==> config.mk <==
export PLATFORM = sky130hd
export DESIGN_NAME = adaptive_background_mc
export DESIGN_NICKNAME = d
export VERILOG_FILES = /design/src/rtl/adaptive_background_mc.sv
export SDC_FILE = /design/constraint.sdc
export NUM_CORES = 1
export LEC_CHECK = 0
export CORE_MARGIN = 8
export CORE_UTILIZATION = 41
export CTS_BUF_LIST = sky130_fd_sc_hd__clkbuf_4 sky130_fd_sc_hd__clkbuf_8
export DETAILED_ROUTE_END_ITERATION = 8
export GPL_ROUTABILITY_DRIVEN = 0
export PLACE_DENSITY = 0.65
export SYNTH_ARGS = -nofsm -noshare
export SYNTH_HDL_FRONTEND = slang
export SYNTH_SLANG_ARGS = --single-unit
==> constraint.sdc <==
create_clock -name clk -period 6.4 [get_ports clk]
set_input_delay 1.28 -clock clk [delete_from_list [all_inputs] [get_ports clk]]
set_output_delay 1.28 -clock clk [all_outputs]
set_load 0.01 [all_outputs]
==> src/rtl/adaptive_background_mc.sv <==
// Multi-channel adaptive background subtractor: a 3-stage compare/update pipeline
// writing the learned background back to RAM, a frame-level learning FSM and a per-frame foreground count.
module adaptive_background_mc #(
    parameter int ADDR_WIDTH     = 17,
    parameter int PIXEL_WIDTH    = 8,
    parameter int NUM_CH         = 3,
    parameter int SHIFT_LG2      = 3,
    parameter int FG_SHIFT_LG2   = 7,
    parameter int WARM_SHIFT_LG2 = 1,
    parameter int WARMUP_FRAMES  = 8,
    localparam int PW    = NUM_CH * PIXEL_WIDTH,
    localparam int TH_W  = PIXEL_WIDTH + 2,
    localparam int CNT_W = ADDR_WIDTH + 1
) (
    input  logic                  clk,
    input  logic                  rst_n,
    input  logic                  enable,
    input  logic [ADDR_WIDTH-1:0] addr_in,
    input  logic [PW-1:0]         live_pixel_in,
    input  logic [PW-1:0]         bg_pixel_in,
    input  logic                  active_in,
    input  logic                  frame_start_in,
    input  logic                  load_frame,
    input  logic                  fg_mode_in,
    input  logic [TH_W-1:0]       threshold_in,
    input  logic [CNT_W-1:0]      global_limit_in,
    output logic [ADDR_WIDTH-1:0] bg_wr_addr,
    output logic [PW-1:0]         bg_wr_data,
    output logic                  bg_wr_en,
    output logic [PW-1:0]         fg_pixel_out,
    output logic                  foreground_flag,
    output logic                  out_valid,
    output logic [CNT_W-1:0]      fg_count_out,
    output logic                  fg_count_valid,
    output logic [2:0]            state_out
);
    localparam int DW   = PIXEL_WIDTH + 1;
    localparam int WC_W = $clog2(WARMUP_FRAMES + 1) + 1;

    typedef enum logic [2:0] {
        S_IDLE    = 3'd0,
        S_COPY    = 3'd1,
        S_WARM    = 3'd2,
        S_RUN     = 3'd3,
        S_RELEARN = 3'd4
    } state_t;

    state_t state, next_state, state_p2;
    logic [WC_W-1:0] warm_cnt, next_warm, warm_inc;
    logic [CNT_W-1:0] fg_cnt, limit_p1;
    logic load_pend;

    // p1 stage registers
    logic [ADDR_WIDTH-1:0] addr_p1;
    logic [PW-1:0]         live_p1, bg_p1;
    logic                  active_p1, fs_p1, load_p1, mode_p1;
    logic [TH_W-1:0]       thr_p1;

    // p2 stage registers
    logic [ADDR_WIDTH-1:0] addr_p2;
    logic [PW-1:0]         live_p2, bg_p2;
    logic [NUM_CH*DW-1:0]  diff_p1, diff_p2;
    logic                  active_p2, fg_p2;

    logic en_p3;
    logic frame_evt, fg_raw, fg_p1;
    logic [NUM_CH-1:0] over_thr;
    logic [NUM_CH:0][TH_W-1:0] abs_sum;
    logic [PW-1:0] wr_p2;

    assign frame_evt = enable & active_p1 & fs_p1;
    assign warm_inc  = warm_cnt + 1'b1;

    // NOTE: every signal driven in always_comb gets a default first, so no path can infer a latch.
    always_comb begin
        next_state = state;
        next_warm  = warm_cnt;
        if (frame_evt) begin
            if (load_p1 || load_pend) begin
                next_state = S_COPY;
                next_warm  = '0;
            end else begin
                case (state)
                    S_IDLE: next_state = S_COPY;
                    S_COPY: begin
                        next_state = (WARMUP_FRAMES == 0) ? S_RUN : S_WARM;
                        next_warm  = '0;
                    end
                    S_WARM: begin
                        next_warm = warm_inc;
                        if (warm_inc >= WC_W'(WARMUP_FRAMES)) next_state = S_RUN;
                    end
                    S_RUN:
                        if (limit_p1 != '0 && fg_cnt > limit_p1) next_state = S_RELEARN;
                    S_RELEARN: next_state = S_RUN;
                    default: next_state = S_IDLE;
                endcase
            end
        end
    end

    // Per-channel signed difference and magnitude, evaluated on the p1 contents.
    assign abs_sum[0] = '0;
    for (genvar c = 0; c < NUM_CH; c++) begin : g_cmp
        logic [PIXEL_WIDTH-1:0] lv, bv, mag;
        logic signed [DW-1:0]   d, nd;
        assign lv = live_p1[c*PIXEL_WIDTH +: PIXEL_WIDTH];
        assign bv = bg_p1[c*PIXEL_WIDTH +: PIXEL_WIDTH];
        assign d  = $signed({1'b0, lv}) - $signed({1'b0, bv});
        assign nd = -d;
        assign mag = d[DW-1] ? nd[PIXEL_WIDTH-1:0] : d[PIXEL_WIDTH-1:0];
        assign over_thr[c]    = {2'b00, mag} > thr_p1;
        assign abs_sum[c+1]   = abs_sum[c] + {2'b00, mag};
        assign diff_p1[c*DW +: DW] = d;
    end

    assign fg_raw = mode_p1 ? (abs_sum[NUM_CH] > thr_p1) : (|over_thr);
    // The frame-start pixel already sees the state it opens.
    assign fg_p1  = fg_raw & (next_state == S_RUN) & active_p1;

    // Background update per channel, evaluated on the p2 contents.
    for (genvar c = 0; c < NUM_CH; c++) begin : g_upd
        logic [PIXEL_WIDTH-1:0]     lv, bv, sat;
        logic signed [DW-1:0]       d, sh;
        logic signed [DW:0]         sum;
        assign lv  = live_p2[c*PIXEL_WIDTH +: PIXEL_WIDTH];
        assign bv  = bg_p2[c*PIXEL_WIDTH +: PIXEL_WIDTH];
        assign d   = $signed(diff_p2[c*DW +: DW]);
        assign sh  = (state_p2 == S_RUN) ? (fg_p2 ? (d >>> FG_SHIFT_LG2) : (d >>> SHIFT_LG2))
                                         : (d >>> WARM_SHIFT_LG2);
        assign sum = $signed({2'b00, bv}) + $signed({sh[DW-1], sh});
        assign sat = sum[DW] ? '0 : (sum[DW-1] ? '1 : sum[PIXEL_WIDTH-1:0]);
        assign wr_p2[c*PIXEL_WIDTH +: PIXEL_WIDTH] =
            (state_p2 == S_COPY) ? lv : ((state_p2 == S_IDLE) ? bv : sat);
    end

    // NOTE: sequential state uses non-blocking assignments so every stage samples pre-edge values.
    always_ff @(posedge clk or negedge rst_n) begin
        if (!rst_n) begin
            state          <= S_IDLE;
            warm_cnt       <= '0;
            fg_cnt         <= '0;
            load_pend      <= 1'b0;
            fg_count_out   <= '0;
            fg_count_valid <= 1'b0;
            addr_p1   <= '0;  live_p1 <= '0;  bg_p1  <= '0;
            active_p1 <= 1'b0; fs_p1  <= 1'b0; load_p1 <= 1'b0;
            mode_p1   <= 1'b0; thr_p1 <= '0;  limit_p1 <= '0;
            addr_p2   <= '0;  live_p2 <= '0;  bg_p2  <= '0;  diff_p2 <= '0;
            active_p2 <= 1'b0; fg_p2  <= 1'b0; state_p2 <= S_IDLE;
            bg_wr_addr      <= '0;
            bg_wr_data      <= '0;
            en_p3           <= 1'b0;
            fg_pixel_out    <= '0;
            foreground_flag <= 1'b0;
            out_valid       <= 1'b0;
        end else if (enable) begin
            state    <= next_state;
            warm_cnt <= next_warm;

            // A load request seen mid-frame is held until the next frame start.
            if (frame_evt)    load_pend <= 1'b0;
            else if (load_p1) load_pend <= 1'b1;

            if (frame_evt) begin
                fg_count_out   <= fg_cnt;
                fg_count_valid <= 1'b1;
                fg_cnt         <= CNT_W'(fg_p1);
            end else begin
                fg_count_valid <= 1'b0;
                if (fg_p1 && fg_cnt != '1) fg_cnt <= fg_cnt + 1'b1;
            end

            addr_p1   <= addr_in;
            live_p1   <= live_pixel_in;
            bg_p1     <= bg_pixel_in;
            active_p1 <= active_in;
            fs_p1     <= frame_start_in;
            load_p1   <= load_frame;
            mode_p1   <= fg_mode_in;
            thr_p1    <= threshold_in;
            limit_p1  <= global_limit_in;

            addr_p2   <= addr_p1;
            live_p2   <= live_p1;
            bg_p2     <= bg_p1;
            diff_p2   <= diff_p1;
            active_p2 <= active_p1;
            fg_p2     <= fg_p1;
            state_p2  <= next_state;

            out_valid       <= active_p2;
            en_p3           <= active_p2 & (state_p2 != S_IDLE);
            bg_wr_addr      <= active_p2 ? addr_p2 : '0;
            bg_wr_data      <= active_p2 ? wr_p2 : '0;
            foreground_flag <= fg_p2;
            fg_pixel_out    <= fg_p2 ? live_p2 : '0;
        end
    end

    // Gating with enable keeps a stalled write from being issued twice.
    assign bg_wr_en  = en_p3 & enable;
    assign state_out = state;

endmodule

==> results.md, run 1 <==
Run status:
- The run finished with clean final reports.

Worst setup path:
- The slowest stage of the critical path belongs to the cell fa_1.
- In this design, the stage delay of the slowest critical-path cell is roughly 0.46 ns.
- The worst setup path is captured at a flop.
- In this run the register-to-register setup slack is ~0.44 ns.
- Data on the critical path is required at its endpoint by 6.94 ns.
- The critical path is of the reg -> reg type.
- The critical path data arrival time is about 6.5 ns.
- In this run the worst path has a maximum fanout of 5.
- The number of cells on the worst reg-to-reg path is 30.
- The end of the worst register-to-register path is fg_cnt[10].
- STA classifies the critical path startpoint as a flop.
- The launch point of the worst reg-to-reg path is live_p1[16].

Logic synthesis:
- In the synthesized netlist the async set-or-reset flop fraction comes to 100%.
- In the post-synthesis netlist, the cell with the most instances is dfrtp_1.
- The count of flip-flops with a built-in enable after synthesis is 0.
- The count of warnings emitted by yosys is 0.
- The post-synthesis cell type count is slightly below 70.
- After synthesis the cells add up to 16900 sq um.
- The top cell type by area accounts for 44.8% of the synthesized area.
- The cell count after synthesis is around 1700.
- The synthesized design spends more area on one cell type than any other, namely dfrtp_1.
- The post-synthesis sequential element count is between 300 and 400.
- Among all flip-flop cells after synthesis, the most frequent one is dfrtp_1.
- The fraction of the yosys area taken by sequential cells is roughly 45%.
- The commonest cells after synthesis are 302 x dfrtp_1, 245 x nand2_1, 169 x o21ai_0.
- After synthesis, the cell types taking the most area are dfrtp_1 45%, ha_1 8.6%, mux2_2 8.5%.
- The number of nets handed over by synthesis was between 1500 and 2000.
- The average footprint of a synthesized cell is ~10 sq um.

Clock network:
- The CTS buffer count is 54.
- The maximum clock path buffer count is 3.
- Clock-pin slew was measured on the worst setup and hold paths at about 0.060 ns.
- The H-tree depth is 2.
- The CTS sink count is between 300 and 400.
- The insertion delay to the later sink of the worst-skew pair is 0.63 ns.
- The CTS tree is built.
- The cell chosen for the clock root is clkbuf_8.
- The number of hold buffers added after CTS was 0.

Final layout:
- The number of antenna repair diodes is 0.
- The fraction of layout cells with a size suffix above 1 is around 14%.
- The layout-stage area growth over the synthesis result is 22.1%.
- The number of cells in the finished layout apart from fillers is around 2500.
- The post-layout net count is between 2000 and 2500.

Routing:
- The detailed router placed between 10000 and 15000 vias in this run.
- The detailed-route wire length per cell is ~18 microns.
- The first detailed-routing pass took 5 iterations.
- The detail route stage leaves a number of antenna-violating nets equal to 0.
- The detailed-route vias per instance is about 5.3.
- The DRC marker count from the first detailed-route iteration is around 750.
- The detailed-route wire length is around 45 mm.
- The DRC violation count after routing is 0.

Die:
- For this design the top-level I/O count stands at between 150 and 200.
- The overall die height is between 200 and 250 microns.
- Once the floorplan was initialized, standard cells occupied 41.4% of the core.
- The die covers roughly 48000 sq um.
- Measured along the x axis, the die boundary spans 219 microns.
- The floorplan step defined a core boundary enclosing about 41000 sq um.
- The row count is 74.

GRT:
- The number of global-route vias before repair is between 10000 and 15000.
- The met1 track utilization from global routing is between 20 and 25%.
- The number of antenna violations at the first check in global routing is 1.
- Global routing used 30.6% of the available met2 tracks.
- The met3 track utilization from global routing is 4.24%.
- Entering global routing, the biggest net connects roughly 120 pins.
- After global routing the overflow that remains totals 0.
- The first global-routing pass estimated 72.4 mm of wire.
- Global routing used about a fifth of the available tracks.
- The global-route layer with the greatest usage is met2.

Min path:
- The end point of the most critical hold path is bg_wr_addr[15].
- The launch instance of the worst min-delay path is addr_p2[15].
- The number of cells on the worst hold path is 2.
- The tightest min-delay check is of the reg -> reg type.

Timing:
- Headroom to the max-slew limit came out at between 10% and 20%.
- The minimum period implied by the final worst setup slack is 5.96 ns.
- Derived from the worst setup path, the maximum achievable clock frequency is 168 MHz.
- The final hold violation count is 0.
- The number of max-slew violations in the final report is 0.
- Setup violations remaining at the end of the flow were counted as 0.
- The final critical path takes up 93.1% of the cycle.
- For the final database, setup skew stands at ~0.024 ns.
- The slew at the pin closest to its max-slew limit is ~1.3 ns.
- Adding up every negative setup slack in the final design gives 0 ns.
- Setup repair after global routing left no endpoint under its margin.

Placement:
- The count of buffers inserted at the top-level ports is 189.
- The count of placed standard cells including taps is roughly 2400.
- The half-perimeter wire length after placement is 32.5 mm.

Pwr:
- For this design the static power due to leakage is 9.20 nW.
- The power density over cell area is about 430 nW/um^2.
- The worst IR drop on VDD is around 0.35 mV.

Run:
- The count of maximum capacitance violations is 0.
[state kept, by name (all words and copies together) (netlist names), 24 cells and up]
signal	flops
bg_p1	24
bg_p2	24
bg_wr_data	24
diff_p2	24
fg_pixel_out	24
live_p1	24
live_p2	24
[layout by cell type, fill, tap and decap left out, drive strengths merged, types with 4 or more instances in the layout]
| master | count |
|---|---|
| nor4 | 11 |
| bufinv | 8 |
| a21o | 16 |
| a21oi | 67 |
| or3 | 4 |
| buf | 18 |
| a31o | 10 |
| nand4 | 20 |
| clkdlybuf4s50 | 187 |
| mux2i | 39 |
| nor3 | 13 |
| o21ai | 170 |
| dfrtp | 302 |
| fa | 15 |
| clkinv | 12 |
| nand2b | 20 |
| and3 | 7 |
| nor2 | 43 |
| a211oi | 10 |
| o21bai | 17 |
| o311ai | 5 |
| xnor2 | 44 |
| o211ai | 8 |
| mux2 | 128 |
| nand3 | 23 |
| inv | 140 |
| o22ai | 14 |
| clkbuf | 76 |
| xor2 | 21 |
| ha | 116 |
| nand2 | 245 |
| o41ai | 7 |
| o221ai | 24 |
| and2 | 8 |
| nor2b | 16 |
| o21a | 12 |
[worst max-delay path by stage]
stage	depth (start not counted)	slack (ns)	endpoint	start
2_1_floorplan	31	0.84	fg_cnt[12]	live_p1[16]
5_1_grt	30	0.04	fg_cnt[10]	live_p1[16]
4_1_cts	30	0.18	fg_cnt[10]	live_p1[16]
6_report	30	0.44	fg_cnt[10]	live_p1[16]
3_5_place_dp	30	0.22	fg_cnt[10]	live_p1[16]
3_3_place_gp	30	0.43	fg_cnt[10]	live_p1[16]
[logic make-up (layout without fill, tap and decap cells)]
| kind of cell | Yosys count | after routing | synth area share [%] |
|---|---|---|---|
| mux | 167 | 167 | 10.9 |
| flops | 302 | 302 | 44.8 |
| fa+ha+maj | 131 | 131 | 10.4 |
| buf+inv | 215 | 442 | 4.89 |
| compound gates | 385 | 385 | 14.2 |
| xor+xnor | 65 | 65 | 3.38 |
| simple gates | 426 | 426 | 11.5 |
[stage by stage]
stage	worst slack (ns)	power (mW)	util (%)	hold slack, ns	cell area [sq um]
after floorplan	0.842	5.43	-	0.446	16900
after global placement	0.430	6.48	47.3	0.457	19300
after detailed placement	0.222	6.62	47.3	0.464	19300
after CTS	0.177	8.86	50.5	0.478	20600
after global routing	0.0352	9.53	50.5	0.504	20600
final	0.439	8.80	50.5	0.472	20600
[power breakdown]
part | switching [mW] | internal, mW
Clock | 0.849 | 1.33
Combinational | 2.26 | 1.89
Sequential | 0.260 | 2.21
Total | 3.37 | 5.43
[metal layers]
metal	share of wire (%)	wire length [microns]
met5	0.029	13
met4	2.9	1300
met3	5.5	2480
met2	47	21000
met1	45	20000
[area by class of cell]
class / count / area [sq um]
fill: 3741 / 20200
multi-input combinational: 1174 / 8500
sequential: 302 / 7560
timing repair buffer: 205 / 2030
clock buffer: 76 / 996
tap: 532 / 666
inverter: 140 / 526
clock inverter: 21 / 308
[worst max-delay path: cells and delay by family, from the launching register on]
family | cells | cell delay (ns)
adders and majority gates | 6 | 1.98
AOI/OAI and AO/OA | 16 | 2.57
buffers and inverters | 2 | 0.13
and+or+nand+nor | 6 | 0.81
DFF | 1 | 0.37
[what timing repair did]
item | 4_1_cts | 5_1_grt
gates resized for setup | 0 | 6
buffers inserted | 0 | 1
setup endpoints to repair | 0 | 19
(Power assumes the default switching activity.)
==> inputs of run 2 (changes only) <==
--- a/config.mk
+++ b/config.mk
@@ -6,9 +6,10 @@
 export NUM_CORES = 1
 export LEC_CHECK = 0
-export CORE_MARGIN = 8
+export CORE_MARGIN = 4
 export CORE_UTILIZATION = 41
 export CTS_BUF_LIST = sky130_fd_sc_hd__clkbuf_4 sky130_fd_sc_hd__clkbuf_8
 export DETAILED_ROUTE_END_ITERATION = 8
 export GPL_ROUTABILITY_DRIVEN = 0
+export HOLD_SLACK_MARGIN = 0.08
 export PLACE_DENSITY = 0.65
 export SYNTH_ARGS = -nofsm -noshare
==> constraint.sdc (replaced) <==
create_clock -name clk -period 6.4 [get_ports clk]
set_input_delay 1.28 -clock clk [delete_from_list [all_inputs] [get_ports clk]]
set_output_delay 1.28 -clock clk [all_outputs]
set_load 0.05 [all_outputs]
==> results.md, run 2 (synthesized netlist as in run 1, its figures left out) <==
Run status:
- The run finished with clean final reports.

Timing:
- The clock skew is approximately 0.021 ns.
- The number of max-slew violations in the final report is 0.
- The part of the cycle the worst path needs is ~93%.
- The smallest clock period supported by the final layout is computed as 5.96 ns.
- Summed over all failing endpoints, the final setup total negative slack is 0 ns.
- For the pin with the worst max-slew slack, the measured transition is 1.04 ns.
- The final worst hold slack is about 0.48 ns.
- In this run the tightest slew margin relative to its limit is 30.7%.
- Setup repair after global routing left no endpoint under its margin.
- The final hold violation count came to 0.
- Setup violations remaining at the end of the flow were counted as 0.
- The maximum clock frequency is approximately 170 MHz.

Placement:
- Once detailed placement completed, the half-perimeter wirelength came to around 31 mm.
- The placed standard-cell area is around 19000 sq um.
- During placement, the flow inserted port buffers numbering around 190.

Routing:
- The detailed-route wire length per cell is 17.7 microns.
- The routed design has approximately 43 mm of wire.
- The DRC violation count after routing is 0.
- The pre-antenna-repair detailed-routing pass consisted of 7 iterations.
- The via total after detailed routing is 12954.
- The detailed-route vias per instance is roughly 5.3.
- In the final routing, the length of wire on met1 measures a little under 20 mm.
- Summed over all nets, wire length on met3 after detailed routing comes to around 2 mm.
- The uppermost signal routing layer after detailed routing is met4.
- The post-detailed-route count of antenna-violating nets is 0.
- The DRC marker count from the first detailed-route iteration is just over 800.
- The length of routed met2 wiring is slightly above 20 mm.

Clock network:
- The register clock-pin slew on the reported worst setup and hold paths is 0.06 ns.
- The cell chosen for the clock root is clkbuf_8.
- The CTS sink count is 302.
- The insertion delay to the later sink of the worst-skew pair is around 0.63 ns.
- The CTS tree is built.
- The H-tree depth is 2.
- Buffers inserted during clock tree synthesis total 52.
- The longest clock path from root to sink contains 3 buffers.

Pwr:
- The leakage power figure is just over 9 nW.
- For this design the total switching power over the nets is 3.73 mW.
- The internal power summed over all cells is 5.22 mW.
- Power spread over the standard cell area amounts to ~440 nW/um^2.
- The relative contribution of sequential cells to total power is ~28%.
- The completed layout was analyzed and its total power is just under 9 mW.
- The power share of the clock group is ~22%.
- The portion of total power attributed to combinational logic is around 51%.
- The worst IR drop on VDD is approximately 0.33 mV.
- In this run switching power makes up approximately two fifths of total power.

Final layout:
- The top cell types in the final layout, fill and taps aside, are 302 x dfrtp_1, 245 x nand2_1, 187 x clkdlybuf4s50_1.
- The layout-stage area growth over the synthesis result is 21.4%.
- The number of antenna repair diodes is 0.
- After filler insertion, the fill cell instance count of the layout stands at roughly 3800.
- The most frequent standard cell in the layout excluding fill and tap cells is dfrtp_1.
- The fraction of layout cells with a size suffix above 1 is about 14%.
- Once layout is done, the placed cells without fillers occupy approximately 20000 sq um.
- The post-layout net count is ~2100.
- Cells fill between 50% and 60% of the core in the end.

Min path:
- The classification of the worst-slack hold path is reg -> reg.

Worst setup path:
- For the worst setup path, the data required time is approximately 7 ns.
- The cell with the largest stage delay on the worst path is fa_1.
- The peak per-stage delay on the critical path is between 0.4 and 0.5 ns.
- The most frequent cell on the critical path is a21oi_2.
- The path type of the worst setup path is reg -> reg.
- The cell family with the largest share of critical-path delay is compound AO/OA/AOI/OAI gates.
- STA classifies the critical path endpoint as a flop.
- The critical path data arrival time is between 6 and 7 ns.
- The critical path launch point type is a flop.
- The critical path contains buffers and inverters numbering 3 combined.
- The maximum fanout encountered on the critical timing path is 10.

Die:
- The number of top-level pins is between 150 and 200.
- The total die area is 44400 sq um.
- The die is about 210 microns tall.
- For this configuration, the core starts out at a cell density of between 40% and 50%.
- The row count is 74.
- The floorplan step set the die width to about 210 microns.
- The region available for standard cell placement spans between 40000 and 50000 sq um.

GRT:
- The residual overflow from global routing is 0.
- The number of global-route vias before repair was roughly 13000.
- The first-pass GRT wire length is approximately 70 mm.
- The number of antenna violations at the first check in global routing is 0.
- The combined global-route utilization of all metal layers is approximately 19%.
- Entering global routing, the biggest net connects approximately 140 pins.

Run:
- The tool flagged a number of max-cap violations equal to 0.
## run 2: cell count changes in the layout (fill, tap and decap cells not counted)
cell	before	now
o21ai_2	2	1
a21oi_2	4	5
buf_6	0	1
clkbuf_4	8	10
o21ai_0	168	169
a21oi_1	63	62
bufinv_16	8	2
clkinvlp_4	1	2
buf_4	15	16
buf_2	0	1
clkbuf_8	68	69
## run 2: worst reg2reg max path: cells and delay by family (launching register included)
family | cells | cell delay (ns)
simple gates | 5 | 0.42
fa+ha+maj | 6 | 1.98
compound gates | 17 | 2.71
buf+inv | 3 | 0.36
flops | 1 | 0.38
## run 2: area by class of cell
class | count | area, sq um | area share (%)
repair buffers | 208 | 2060 | 10.1
well taps | 532 | 666 | 3.25
flip-flops and latches | 302 | 7560 | 36.9
multi-input cells | 1174 | 8500 | 41.5
clock buffers | 79 | 1020 | 5.01
clock inverters | 16 | 135 | 0.660
inverters | 140 | 526 | 2.57
## run 2: power groups by stage
| stage | Sequential (mW) | Combinational, mW | Clock, mW |
|---|---|---|---|
| 5_1_grt | 2.52 | 5.03 | 2.07 |
| 2_1_floorplan | 2.79 | 2.98 | 0 |
| 3_3_place_gp | 2.50 | 4.32 | 0 |
| 3_5_place_dp | 2.51 | 4.48 | 0 |
| 6_report | 2.48 | 4.55 | 1.92 |
| 4_1_cts | 2.48 | 4.50 | 1.99 |
## run 2: per-layer routing
metal	GRT usage, %	vias up
met3	3.76	85
met1	26.4	6307
li1	-	6288
met2	31.2	274
met4	7.06	0
met5	0	-
## run 2: path summary, 6_finish.rpt
path	startpoint	endpoint	slack (ns)	cells after the start
setup reg to reg	live_p1[16]	fg_cnt[12]	0.44	31
max in group asynchronous	rst_n	diff_p2[20]	4.31	2
hold reg to reg	addr_p2[3]	bg_wr_addr[3]	0.48	2
setup / recovery	live_p1[16]	fg_cnt[12]	0.44	31
hold / removal	addr_p2[3]	bg_wr_addr[3]	0.48	2
min in group asynchronous	rst_n	fg_count_out[6]	0.67	1
## run 2: metrics by stage
step	instances	setup WS, ns
finish	2451	0.437
global route	2451	0.0139
CTS	2449	0.202
detailed placement	2354	0.209
global placement	2354	0.423
floorplan	1691	0.842
## run 2: what timing repair did
action,CTS,global route
resized for setup,0,6
setup buffers,0,1
hold buffers,0,0
endpoints found under the setup margin,0,19
